$ cat src/rtl/sram_port_arbiter.sv
// Shares one single-port SRAM between the fetch (I) and load/store (D) ports; each grant runs a fixed 4-cycle sequence.
// Optional build macro SRAM_ARB_RR_EN selects round-robin on conflicts; default is fixed priority with D over I.
module sram_port_arbiter #(
   parameter int ADDR_WIDTH = 14,
   parameter int DATA_WIDTH = 32  // four byte lanes, must stay 8 x 4
) (
   input  logic                  clk,
   input  logic                  rst,
   input  logic                  i_req,
   input  logic [ADDR_WIDTH-1:0] i_addr,
   output logic                  i_ack,
   output logic [DATA_WIDTH-1:0] i_rdata,
   input  logic                  d_req,
   input  logic                  d_we,
   input  logic [3:0]            d_be,
   input  logic [ADDR_WIDTH-1:0] d_addr,
   input  logic [DATA_WIDTH-1:0] d_wdata,
   output logic                  d_ack,
   output logic [DATA_WIDTH-1:0] d_rdata,
   output logic [ADDR_WIDTH-1:0] sram_addr,
   output logic                  sram_read,
   output logic [3:0]            sram_write,
   output logic [DATA_WIDTH-1:0] sram_DI,
   input  logic [DATA_WIDTH-1:0] sram_DO
);

   typedef enum logic [1:0] {IDLE, CMD, RESP, DONE} state_t;

   state_t                  state_q, state_d;
   logic                    owner_q, owner_d;   // 1 = D holds the grant
   logic                    rd_q, rd_d;         // in-flight command is a read
   logic [ADDR_WIDTH-1:0]   addr_q, addr_d;
   logic                    read_q, read_d;
   logic [3:0]              write_q, write_d;
   logic [DATA_WIDTH-1:0]   di_q, di_d;
   logic                    i_ack_q, i_ack_d;
   logic                    d_ack_q, d_ack_d;
   logic [DATA_WIDTH-1:0]   i_rdata_q, i_rdata_d;
   logic [DATA_WIDTH-1:0]   d_rdata_q, d_rdata_d;
   logic                    d_wins;

`ifdef SRAM_ARB_RR_EN
   // owner_q doubles as grant history: on a conflict D wins only if I was served last.
   assign d_wins = d_req & (~i_req | ~owner_q);
`else
   assign d_wins = d_req;
`endif

   always_comb begin
      // NOTE: every signal gets a default before the case so no path can infer a latch.
      state_d   = state_q;
      owner_d   = owner_q;
      rd_d      = rd_q;
      addr_d    = addr_q;
      read_d    = 1'b0;
      write_d   = 4'b0000;
      di_d      = di_q;
      i_ack_d   = 1'b0;
      d_ack_d   = 1'b0;
      i_rdata_d = i_rdata_q;
      d_rdata_d = d_rdata_q;
      case (state_q)
         IDLE: begin
            if (i_req || d_req) begin
               state_d = CMD;
               owner_d = d_wins;
               if (d_wins) begin
                  addr_d  = d_addr;
                  rd_d    = ~d_we;
                  read_d  = ~d_we;
                  write_d = d_we ? d_be : 4'b0000;
                  di_d    = d_we ? d_wdata : di_q;
               end else begin
                  addr_d  = i_addr;
                  rd_d    = 1'b1;
                  read_d  = 1'b1;
               end
            end
         end
         CMD:  state_d = RESP;
         RESP: begin
            state_d = DONE;
            if (owner_q) begin
               d_ack_d = 1'b1;
               if (rd_q) d_rdata_d = sram_DO;
            end else begin
               i_ack_d   = 1'b1;
               i_rdata_d = sram_DO;
            end
         end
         DONE:    state_d = IDLE;
         default: state_d = IDLE;
      endcase
   end

   // NOTE: sequential state is updated with non-blocking assignments so all registers see pre-edge values.
   always_ff @(posedge clk or negedge rst) begin
      if (!rst) begin
         state_q   <= IDLE;
         owner_q   <= 1'b0;
         rd_q      <= 1'b0;
         addr_q    <= '0;
         read_q    <= 1'b0;
         write_q   <= 4'b0000;
         di_q      <= '0;
         i_ack_q   <= 1'b0;
         d_ack_q   <= 1'b0;
         i_rdata_q <= '0;
         d_rdata_q <= '0;
      end else begin
         state_q   <= state_d;
         owner_q   <= owner_d;
         rd_q      <= rd_d;
         addr_q    <= addr_d;
         read_q    <= read_d;
         write_q   <= write_d;
         di_q      <= di_d;
         i_ack_q   <= i_ack_d;
         d_ack_q   <= d_ack_d;
         i_rdata_q <= i_rdata_d;
         d_rdata_q <= d_rdata_d;
      end
   end

   assign sram_addr  = addr_q;
   assign sram_read  = read_q;
   assign sram_write = write_q;
   assign sram_DI    = di_q;
   assign i_ack      = i_ack_q;
   assign d_ack      = d_ack_q;
   assign i_rdata    = i_rdata_q;
   assign d_rdata    = d_rdata_q;

endmodule

$ cat config.mk
export PLATFORM = sky130hd
export DESIGN_NAME = sram_port_arbiter
export DESIGN_NICKNAME = d
export VERILOG_FILES = /design/src/rtl/sram_port_arbiter.sv
export SDC_FILE = /design/constraint.sdc
export NUM_CORES = 1
export LEC_CHECK = 0
export CORE_MARGIN = 10
export CORE_UTILIZATION = 38
export CTS_CLUSTER_SIZE = 12
export DETAILED_ROUTE_END_ITERATION = 7
export PLACE_DENSITY = 0.89
export SYNTH_ARGS = -nofsm -noshare
export SYNTH_HDL_FRONTEND = slang
export SYNTH_SLANG_ARGS = --single-unit
export TNS_END_PERCENT = 30
$ cat constraint.sdc
create_clock -name clk -period 1.6 [get_ports clk]
set_input_delay 0.16 -clock clk [delete_from_list [all_inputs] [get_ports clk]]
set_output_delay 0.16 -clock clk [all_outputs]
set_load 0.05 [all_outputs]
==> impl_metrics.toml <==
[timing]
clock.fmax_mhz = 635.9
finalSetupTns_ns = 0
fin_crit_sh = 0.9828
finalSetupViolations = 0
slew_headroom = 0.5426
rsz0062_at_grt = "yes"
hold_violations = 0
fin_crit_ns = 1.573
worst_slew_pin_slew_ns = 0.6862
finalClockSkew_ns = 0.005101
slew_viol_final = 0

[global_route]
met2_usage = 0.2691
grt_pass1_wl_um = 22180
grt_pass1_vias = 4040
grt_util_met3 = 0.06898
antenna_found_initial = 0
globalRoute.busiestLayer = "met2"
grt-ovfl-total = 0
use_met1 = 0.1763
grt_max_degree = 42
grt_use_total = 0.1596

[clocking]
cts_buffers = 17
clock_latency_ns = 0.40
htree_num_levels = 4
clk_pin_slew_worst_paths_ns = 0.05
cts_tree = "yes"
max-clock-path-buffers = 2
ctsRootBufferMaster = "clkbuf_16"
clkSinkCount = 121
cts_setup_buffers = 0

[drt]
via_per_inst = 4.837
drc = 0
vias = 3512
wire_per_inst_um = 19.47
routed_wl_um = 14140
drtAntennaViolNets = 0
drt_iter0_markers = 156
dr.pass1.iters = 4

[yosys]
synth.net_count = 410
yosys_register_bits = 121
ys_warn_count = 0
synthFlopType = "dfrtp_1"
synth.yosys.seq_area_share = 0.6322
synth-async-reset-ratio = 1.000
syn_area_mm2 = 0.004790
synth_cells = 306
postSynthAreaPerCell_um2 = 15.65
synth-edff-count = 0
synth.distinct_cells = 23

[setup_path]
start_kind = "register"
critPathKind = "register to register"
required_ns = 1.88
regToRegSetupSlack_ns = 0.03
cp-end-kind = "register"
path_max_fanout = 11
endpoint = "sram_addr[3]"
startpoint = "state_q[1]"
r2r-end = "sram_addr[3]"
rr_worst_depth = 7
worstPathArrival_ns = 1.85
r2r_start = "state_q[1]"

[floorplanning]
rows = 40
die_height_um = 132.3
core-area_mm2 = 0.01216
io_pins = 218
dieWidth_um = 132.3
start_util = 0.3938
die_area_mm2 = 0.01750

[finish]
drive_above_1_share = 0.5000
final_cell_area_mm2 = 0.007717
final_cells = 726
nets = 649
fin_util = 0.6346
diodes = 0
area_growth_pct = 61.13

[status]
status = "completed"

[run]
cap_violations = 0

[place]
post-dp-hpwl_um = 10710
placed_area_mm2 = 0.006987
gp_congestion = 0.7529
port_buffers = 217
placedCellCount = 692

[worst_hold_path]
hold_class = "input pin to asynchronous set/reset pin"
## timing repair
item | in CTS | in global routing
hold buffers | 1 | 0
endpoints found under the hold margin | 25 | 0
gates cloned | 1 | 0
pin swaps | 0 | 0
setup endpoints to repair | 14 | 26
gates resized for setup | 5 | 9
## routing by layer
metal	wire, um	share of wire
met5	0	0
met4	255	0.018
met3	1201	0.085
met2	7164	0.51
met1	5515	0.39
## layout make-up
cell class              count  area [um2]
fillers                   904        4444
flip-flops and latches    121        3028
repair buffers            238        2132
multi-input cells         164        1710
clock buffers              22       484.2
well taps                 168       210.2
clock inverters            10       141.4
inverters                   3       11.26
## cell usage in the layout, fill, tap and decap left out, types with 6 or more instances in the layout
cell and n:
buf_12 6, buf_4 131, clkbuf_16 17, clkdlybuf4s50_1 99, dfrtp_1 121, mux2_2 65, mux2_4 30, nor2_1 16
o22ai_1 14, o32ai_1 7, o32ai_2 7
## critical path, cell delays in order, from the launching register on
cell and delay (ns):
dfrtp_1 0.40, inv_1 0.09, ha_2 0.19, buf_4 0.15, nand2_1 0.07, buf_4 0.19
o32ai_1 0.27, nor2_1 0.09
## registers in the layout, indices dropped and copies added (netlist names)
name,count
i_ack,1
sram_DI,32
state_q,2
i_rdata,32
sram_write,4
rd_q,1
sram_read,1
owner_q,1
sram_addr,14
d_rdata,32
d_ack,1
## synthesized netlist by cell type, types with 2 or more instances
cell     count  share of area
mux2_2      65           0.15
o22ai_1     14          0.018
mux2i_1      2         0.0042
buf_2       11          0.011
and3_1       4         0.0052
nor2b_1      2         0.0026
a21oi_1      2         0.0021
mux2_4      30          0.094
o32ai_1     14          0.026
nor2_1      16          0.013
mux2_1       2         0.0047
buf_6        4         0.0094
nand2_1      6         0.0047
ha_1         3         0.0078
inv_1        3         0.0024
dfrtp_1    121           0.63
## per-stage QoR
stage          hold slack (ns)  worst slack (ns)
3_5_place_dp            0.1242          -0.05440
3_3_place_gp            0.1198           0.01026
2_1_floorplan          -0.1356           0.06190
6_report                0.2358           0.02746
4_1_cts                 0.2415           0.02170
5_1_grt                 0.2508          -0.01521
## worst min path at each step
stage,start,endpoint,slack (ns),cells past startpoint
floorplan,rst,d_ack,-0.14,0
global placement,rst,d_rdata[24],0.12,1
detailed placement,rst,d_rdata[24],0.12,1
CTS,rst,d_rdata[24],0.24,2
global route,rst,i_rdata[24],0.25,2
finish,rst,d_rdata[24],0.24,2
## kinds of logic (layout without fill, tap and decap cells)
kind of cell	Yosys count	in the layout	share of synthesized area
flops	121	121	0.6322
fa+ha+maj	3	3	0.007838
mux	99	99	0.2557
simple gates	32	32	0.03187
compound gates	30	30	0.04598
buf+inv	21	273	0.02638
Power is left out: the tool's default activity adds up to more than one toggle a clock period on the data nets, which glitch-free logic cannot reach.
